===== config.mk =====
export PLATFORM = sky130hd
export DESIGN_NAME = shifter_pipe
export DESIGN_NICKNAME = d
export VERILOG_FILES = /design/src/rtl/shifter_pipe.sv
export SDC_FILE = /design/constraint.sdc
export NUM_CORES = 1
export LEC_CHECK = 0
export ABC_AREA = 1
export CORE_MARGIN = 1
export CORE_UTILIZATION = 40
export DETAILED_ROUTE_END_ITERATION = 6
export GPL_TIMING_DRIVEN = 0
export HOLD_SLACK_MARGIN = 0.1
export PLACE_DENSITY = 0.6
export SLEW_MARGIN = 20
export SYNTH_ARGS = -nofsm -noshare
export SYNTH_HDL_FRONTEND = slang
export SYNTH_SLANG_ARGS = --single-unit

===== constraint.sdc =====
create_clock -name clk -period 4.6 [get_ports clk]
set_clock_uncertainty 0.1 [all_clocks]
set_input_delay 0.69 -clock clk [delete_from_list [all_inputs] [get_ports clk]]
set_output_delay 0.69 -clock clk [all_outputs]
set_load 0.01 [all_outputs]

===== src/rtl/shifter_pipe.sv =====
// Pipelined barrel shifter: an input capture register followed by one log-stage per amount bit.
// Supports SLL/ROL/SRL/SRA/ROR plus pass-through, with a valid/ready handshake on both sides.
module shifter_pipe #(
    parameter int WIDTH = 32,
    parameter int SAW   = $clog2(WIDTH)
) (
    input  logic             clk,
    input  logic             rst_n,
    input  logic             in_valid,
    output logic             in_ready,
    input  logic [WIDTH-1:0] in_data,
    input  logic [SAW-1:0]   in_amt,
    input  logic [2:0]       in_mode,
    output logic             out_valid,
    input  logic             out_ready,
    output logic [WIDTH-1:0] out_data,
    output logic             out_zero
);

    localparam logic [2:0] MODE_SLL = 3'd0;
    localparam logic [2:0] MODE_ROL = 3'd1;
    localparam logic [2:0] MODE_SRL = 3'd2;
    localparam logic [2:0] MODE_SRA = 3'd3;
    localparam logic [2:0] MODE_ROR = 3'd4;

    // Index 0 is the input capture register; index k (1..SAW) holds the result of shift stage k-1.
    localparam int NREG = SAW + 1;

    logic [WIDTH-1:0] data_q  [NREG];
    logic [WIDTH-1:0] data_d  [NREG];
    logic             valid_q [NREG];
    logic             valid_d [NREG];
    logic [SAW-1:0]   amt_q   [SAW];
    logic [SAW-1:0]   amt_d   [SAW];
    logic [2:0]       mode_q  [SAW];
    logic [2:0]       mode_d  [SAW];
    logic             sign_q  [SAW];
    logic             sign_d  [SAW];
    logic             zero_q;
    logic             zero_d;
    logic             stall;

    function automatic logic [WIDTH-1:0] shift_pow2(
        input logic [WIDTH-1:0] d,
        input logic [2:0]       mode,
        input logic             sign,
        input int               sh
    );
        logic [WIDTH-1:0] fill;
        fill = sign ? ~({WIDTH{1'b1}} >> sh) : '0;
        case (mode)
            MODE_SLL: shift_pow2 = d << sh;
            MODE_ROL: shift_pow2 = (d << sh) | (d >> (WIDTH - sh));
            MODE_SRL: shift_pow2 = d >> sh;
            MODE_SRA: shift_pow2 = (d >> sh) | fill;
            MODE_ROR: shift_pow2 = (d >> sh) | (d << (WIDTH - sh));
            default:  shift_pow2 = d;
        endcase
    endfunction

    assign stall     = valid_q[SAW] & ~out_ready;
    assign in_ready  = ~stall;
    assign out_valid = valid_q[SAW];
    assign out_data  = data_q[SAW];
    assign out_zero  = zero_q;

    always_comb begin
        data_d[0]  = in_data;
        valid_d[0] = in_valid;
        amt_d[0]   = in_amt;
        mode_d[0]  = in_mode;
        // The sign is taken from the original operand so SRA fill never depends on partial results.
        sign_d[0]  = in_data[WIDTH-1];
        for (int k = 1; k < NREG; k++) begin
            valid_d[k] = valid_q[k-1];
            data_d[k]  = amt_q[k-1][k-1]
                       ? shift_pow2(data_q[k-1], mode_q[k-1], sign_q[k-1], 1 << (k - 1))
                       : data_q[k-1];
        end
        for (int k = 1; k < SAW; k++) begin
            amt_d[k]  = amt_q[k-1];
            mode_d[k] = mode_q[k-1];
            sign_d[k] = sign_q[k-1];
        end
        zero_d = (data_d[SAW] == '0);
    end

    always_ff @(posedge clk or negedge rst_n) begin
        if (!rst_n) begin
            for (int k = 0; k < NREG; k++) begin
                data_q[k]  <= '0;
                valid_q[k] <= 1'b0;
            end
            for (int k = 0; k < SAW; k++) begin
                amt_q[k]  <= '0;
                mode_q[k] <= '0;
                sign_q[k] <= 1'b0;
            end
            zero_q <= 1'b0;
        end else if (!stall) begin
            for (int k = 0; k < NREG; k++) begin
                data_q[k]  <= data_d[k];
                valid_q[k] <= valid_d[k];
            end
            for (int k = 0; k < SAW; k++) begin
                amt_q[k]  <= amt_d[k];
                mode_q[k] <= mode_d[k];
                sign_q[k] <= sign_d[k];
            end
            zero_q <= zero_d;
        end
    end

endmodule


==> flow_summary.json, run 1 <==
{
  "yosys.area.top_type": "dfrtp_1",
  "wirelength_mm": 37.5,
  "grt_max_degree": 66,
  "pin_count": 79,
  "max_slew_margin_pct": 50.9,
  "synthesis.instances": 1596,
  "tightest_slew_ns": 0.737,
  "violations": "DRC",
  "port_buffers": 78,
  "fin_cells": 2118,
  "drcViolationCount": 2,
  "die_y_um": 177,
  "num_rows": 63,
  "fmax_mhz": 254,
  "dpl.cell_count": 2067,
  "internal_power_uw": 6420,
  "p_per_area_nw_per_um2": 801,
  "vdd_drop_max_v": 0.000347,
  "yosysWarnings": 0,
  "ys_seq_area_share_pct": 47.3,
  "grt_use_total_pct": 24.6,
  "drive_above_1_share_pct": 8.04,
  "switching_share_pct": 45.0,
  "die_w_um": 177,
  "numCtsBuffers": 27,
  "start_kind": "input port",
  "antenna_found_initial": 0,
  "r2r_end": "data_q[66]",
  "crit_path_end_kind": "output pin",
  "hp-start": "amt_d[18]",
  "ys_seq_elements": 233,
  "dp_slack_ns": 0.656,
  "synth.area.top_cells": "dfrtp_1 (47%), nand2_1 (12%), o21ai_0 (7.6%), nor2_1 (6.3%), inv_1 (5.4%)",
  "p_seq_share_pct": 34.6,
  "area_growth_pct": 18.5,
  "hpwl_mm": 28.1,
  "drtPass1Iterations": 7,
  "p_comb_share_pct": 46.7,
  "setup_viol": 0,
  "outcome": "finished, violations left",
  "clk_pin_slew_ns": 0.06,
  "cts_tree": "built",
  "cts_resized": 0,
  "h-tree-depth": 1,
  "syn_nets": 1640,
  "r2r-start": "out_valid",
  "layout_common_cells": "nand2_1 (408), dfrtp_1 (233), nor2_1 (206)",
  "num-nets-final": 1751,
  "grt_pass1_wl_mm": 60.2,
  "crit_fanout": 10,
  "whs_endpoint": "amt_d[13]",
  "postCtsSetupBuffers": 0,
  "place.gp.congestion": 0.903,
  "vias": 11256,
  "p_leak_uw": 0.00695,
  "period_minus_slack_ns": 3.93,
  "r2r_setup_slack_ns": 2.17,
  "final_common_cell": "nand2_1",
  "critPathKind": "in -> out",
  "drv_slew": 0,
  "switchingPower_uw": 5260,
  "antenna_left": 0,
  "grt_pass1_vias": 10674,
  "start_util_pct": 41.1,
  "diodes": 0,
  "grt_overflow": 0,
  "routedWlPerCell_um": 17.7,
  "cap_violations": 0,
  "worst_slack_ns": 0.668,
  "core_area_um2": 30000,
  "cts_buffer_depth": 3,
  "rsz0062_at_grt": "false",
  "synth_area_per_cell_um2": 7.72,
  "syn_area_um2": 12300,
  "worstRegToRegCells": 7,
  "fin_crit_sh_pct": 85.5,
  "cts_root_buf": "clkbuf_16",
  "arrival_ns": 3.14,
  "netlist-cell-type-count": 29,
  "viasPerCell": 5.31,
  "fill_cells": 2981,
  "tns_ns": 0,
  "total_power_uw": 11700,
  "synth_top_area_share_pct": 47.3,
  "dieArea_um2": 31500,
  "pwr-share-clk_pct": 18.7,
  "hp-class": "reg -> reg",
  "required_ns": 3.81,
  "clock_latency_ns": 0.55,
  "hold_depth": 2,
  "cts_sinks": 233,
  "drt_iter0_markers": 767,
  "hold_viol": 0
}
## registers in the layout, indices dropped and copies added (netlist names), 3 cells and up
name      flops
amt_d        14
valid_d       5
sign_d        3
data_q      160
mode_d       12
out_data     32
mode_q        3
## worst max path at each step
stage                endpoint  slack, ns      start
CTS                  in_ready       0.64  out_ready
finish               in_ready       0.67  out_ready
detailed placement   in_ready       0.66  out_ready
global placement    amt_d[18]      -7.39      rst_n
floorplan            in_ready       2.37  out_ready
global route         in_ready       0.50  out_ready
## Yosys cell counts (all sizes together)
cell,number
a31oi,3
dfrtp,233
clkinv,1
nand2,412
nor3,3
o21a,6
a21oi,7
o311ai,90
buf,83
nor2,212
nand3,35
nand4,9
inv,182
o221ai,18
clkbuf,53
o211ai,37
o21ai,212
## power groups by stage
stage	clock network, uW	logic, uW	registers (uW)
after floorplan	0	3780	3640
after global placement	0	5360	4050
after detailed placement	0	5430	4050
after CTS	2220	5460	4040
after global routing	2300	6200	4160
final	2180	5460	4050
## cell type report
| cell class | count | area (um^2) | area share, % |
|---|---|---|---|
| plain buffers | 136 | 741 | 5.08 |
| clock buffers | 43 | 806 | 5.52 |
| clock inverters | 7 | 103 | 0.703 |
| inverters | 183 | 687 | 4.71 |
| multi-input cells | 1044 | 5060 | 34.7 |
| flip-flops and latches | 233 | 5830 | 40.0 |
| well taps | 390 | 488 | 3.34 |
| repair buffers | 82 | 878 | 6.02 |
## per-layer routing
metal | GRT usage, % | wire length [um] | part of all wire, % | vias up
li1 | - | - | - | 5465
met1 | 34.8 | 17500 | 47 | 5391
met2 | 39.2 | 17300 | 46 | 326
met3 | 2.59 | 1540 | 4.1 | 74
met4 | 8.44 | 1220 | 3.2 | 0
met5 | 0 | 0 | 0 | -
## through the flow
step | hold slack (ns) | cell area [um^2] | utilization [%]
CTS | 0.373 | 14600 | 48.7
floorplan | 0.294 | 12300 | -
detailed placement | 0.357 | 13700 | 45.6
finish | 0.368 | 14600 | 48.7
global route | 0.389 | 14600 | 48.7
global placement | 0.342 | 13600 | 45.3
## cell families after synthesis
logic type | share of synthesized area [%]
and+or+nand+nor | 21.6
buffers and inverters | 11.6
AOI/OAI and AO/OA | 19.5
DFF | 47.3
## critical path, stage by stage
cell             delay (ns)
clkdlybuf4s50_1        0.50
nor2_4                 0.09
clkinv_1               0.24
clkbuf_1               0.61
buf_1                  0.40
clkdlybuf4s50_1        0.62
## repair_timing
action,4_1_cts,5_1_grt
setup endpoints to repair,0,0
hold buffers,1,0
hold endpoints to repair,51,0
(Power assumes the default switching activity.)
==> inputs of run 2 (changes only) <==
- GPL_TIMING_DRIVEN: 0 -> 1
==> run 2 against run 1 <==
Compared with the run above: the run now ends clean; utilization fell by 2.0 points; highest routed layer unchanged; hold slack got worse by 0.30 ns; critical endpoint unchanged; global-route usage shrank 4.2 points.
==> flow_summary.json, run 2 (synthesis results as in run 1) <==
{
  "die_y_um": 177,
  "critPathKind": "in -> out",
  "die_w_um": 177,
  "cts_tree": "built",
  "hold_viol": 0,
  "fill_cells": 2976,
  "cap_violations": 0,
  "postPlaceCellArea_um2": 13000,
  "num-nets-final": 1625,
  "layout_common_cells": "nand2_1 (408), dfrtp_1 (233), nor2_1 (205)",
  "switchingPower_uw": 4860,
  "fmax_mhz": 326,
  "h-tree-depth": 1,
  "drive_above_1_share_pct": 5.12,
  "crit_family": "buffers and inverters",
  "cts_buffer_depth": 3,
  "regMostFlops": "data_q",
  "grt_max_degree": 125,
  "routedWlPerCell_um": 15.5,
  "design_area_um2": 14000,
  "fin_crit_sh_pct": 66.7,
  "p_seq_share_pct": 36.1,
  "hold_slack_ns": 0.0710,
  "required_ns": 3.81,
  "diodes": 0,
  "drtPass1Iterations": 5,
  "antenna_left": 0,
  "ff_latch_area_um2": 5830,
  "core_area_um2": 30000,
  "arrival_ns": 2.28,
  "crit_path_end_kind": "output pin",
  "rsz0062_at_grt": "false",
  "p_leak_uw": 0.00662,
  "num_rows": 63,
  "start_util_pct": 41.1,
  "pin_count": 79,
  "clock_latency_ns": 0.55,
  "cts_root_buf": "clkbuf_16",
  "drv_slew": 0,
  "setup_viol": 0,
  "numCtsBuffers": 28,
  "worstPathBufferInverterCount": 3,
  "viasPerCell": 5.23,
  "p_per_area_nw_per_um2": 794,
  "path_cells": "clkdlybuf4s50_1 -> nor2_4 -> inv_8 -> clkdlybuf4s50_1",
  "hpwl_mm": 20.3,
  "multi_input_area_um2": 5060,
  "port_buffers": 78,
  "grt_use_total_pct": 20.4,
  "outcome": "finished clean",
  "crit_fanout": 124,
  "grt_overflow": 0,
  "largest_register_ffs": 160,
  "internal_power_uw": 6240,
  "worst_path_most_repeated_cell": "clkdlybuf4s50_1",
  "hp-class": "in -> async",
  "switching_share_pct": 43.8,
  "critPathMaxStageDelay_ns": 0.65,
  "cts_resized": 0,
  "cts_sinks": 233,
  "grt_pass1_vias": 9724,
  "place.gp.congestion": 0.835,
  "crit_slowest_cell": "clkdlybuf4s50_1",
  "pwr-share-clk_pct": 21.4,
  "max_slew_margin_pct": 29.5,
  "tns_ns": 0,
  "start_kind": "input port",
  "final_common_cell": "nand2_1",
  "postCtsSetupBuffers": 0,
  "area_growth_pct": 13.6,
  "wirelength_mm": 30.8,
  "drt_iter0_markers": 856,
  "dieArea_um2": 31500,
  "antenna_found_initial": 0,
  "grt_pass1_wl_mm": 51.8,
  "p_comb_share_pct": 42.5,
  "drcViolationCount": 0,
  "vdd_drop_max_v": 0.000455,
  "period_minus_slack_ns": 3.07,
  "tightest_slew_ns": 1.06,
  "clk_pin_slew_ns": 0.05,
  "vias": 10411,
  "cts.hold.buffers_added": 0
}
run 2: cell types whose count changed in the layout (fill, tap and decap cells not counted), moves of 2 or more:
cell       change
buf_4         -28
buf_12         +2
clkbuf_1      -59
bufinv_16      +3
buf_1          -7
buf_6          -6
clkinv_2       +3
buf_16         -3
clkbuf_8       -2
buf_2         -31
inv_8          +2
run 2: power groups by stage:
stage                     clock (uW)  sequential [uW]  combinational (uW)
after global placement             0             4020                4610
after CTS                       2420             4010                4730
after detailed placement           0             4030                4710
after floorplan                    0             3640                3780
after global routing            2500             4150                5490
final                           2370             4010                4720
run 2: final cells by class:
class | instances | area share, %
timing repair buffer | 91 | 6.50
inverter | 183 | 4.97
multi-input combinational | 1044 | 36.2
clock inverter | 15 | 1.59
tap | 390 | 3.49
clock buffer | 36 | 5.58
sequential | 233 | 41.7
run 2: final timing paths:
path	slack, ns	depth (start not counted)	startpoint	to
max	1.53	4	out_ready	in_ready
min	0.07	1	rst_n	data_q[79]
max reg2reg	1.88	8	mode_d[2]	data_q[50]
min reg2reg	0.36	2	valid_d[0]	out_valid
max in group asynchronous	3.31	2	rst_n	out_data[23]
min in group clk	0.36	2	valid_d[0]	out_valid
run 2: metrics by stage:
stage | instances | utilization [%] | worst slack, ns | total power (uW)
floorplan | 1596 | - | 2.37 | 7420
global placement | 1941 | 43.3 | 1.46 | 8630
detailed placement | 1941 | 43.3 | 1.46 | 8740
CTS | 1992 | 46.7 | 1.47 | 11200
global route | 1992 | 46.7 | 1.40 | 12100
finish | 1992 | 46.7 | 1.53 | 11100
run 2: per-layer routing:
layer	track usage, %	up-vias	wire (um)
li1	-	5207	-
met1	29.7	4889	14700
met2	31.5	261	13700
met3	2.38	54	1420
met4	6.55	0	1000
met5	0	-	0
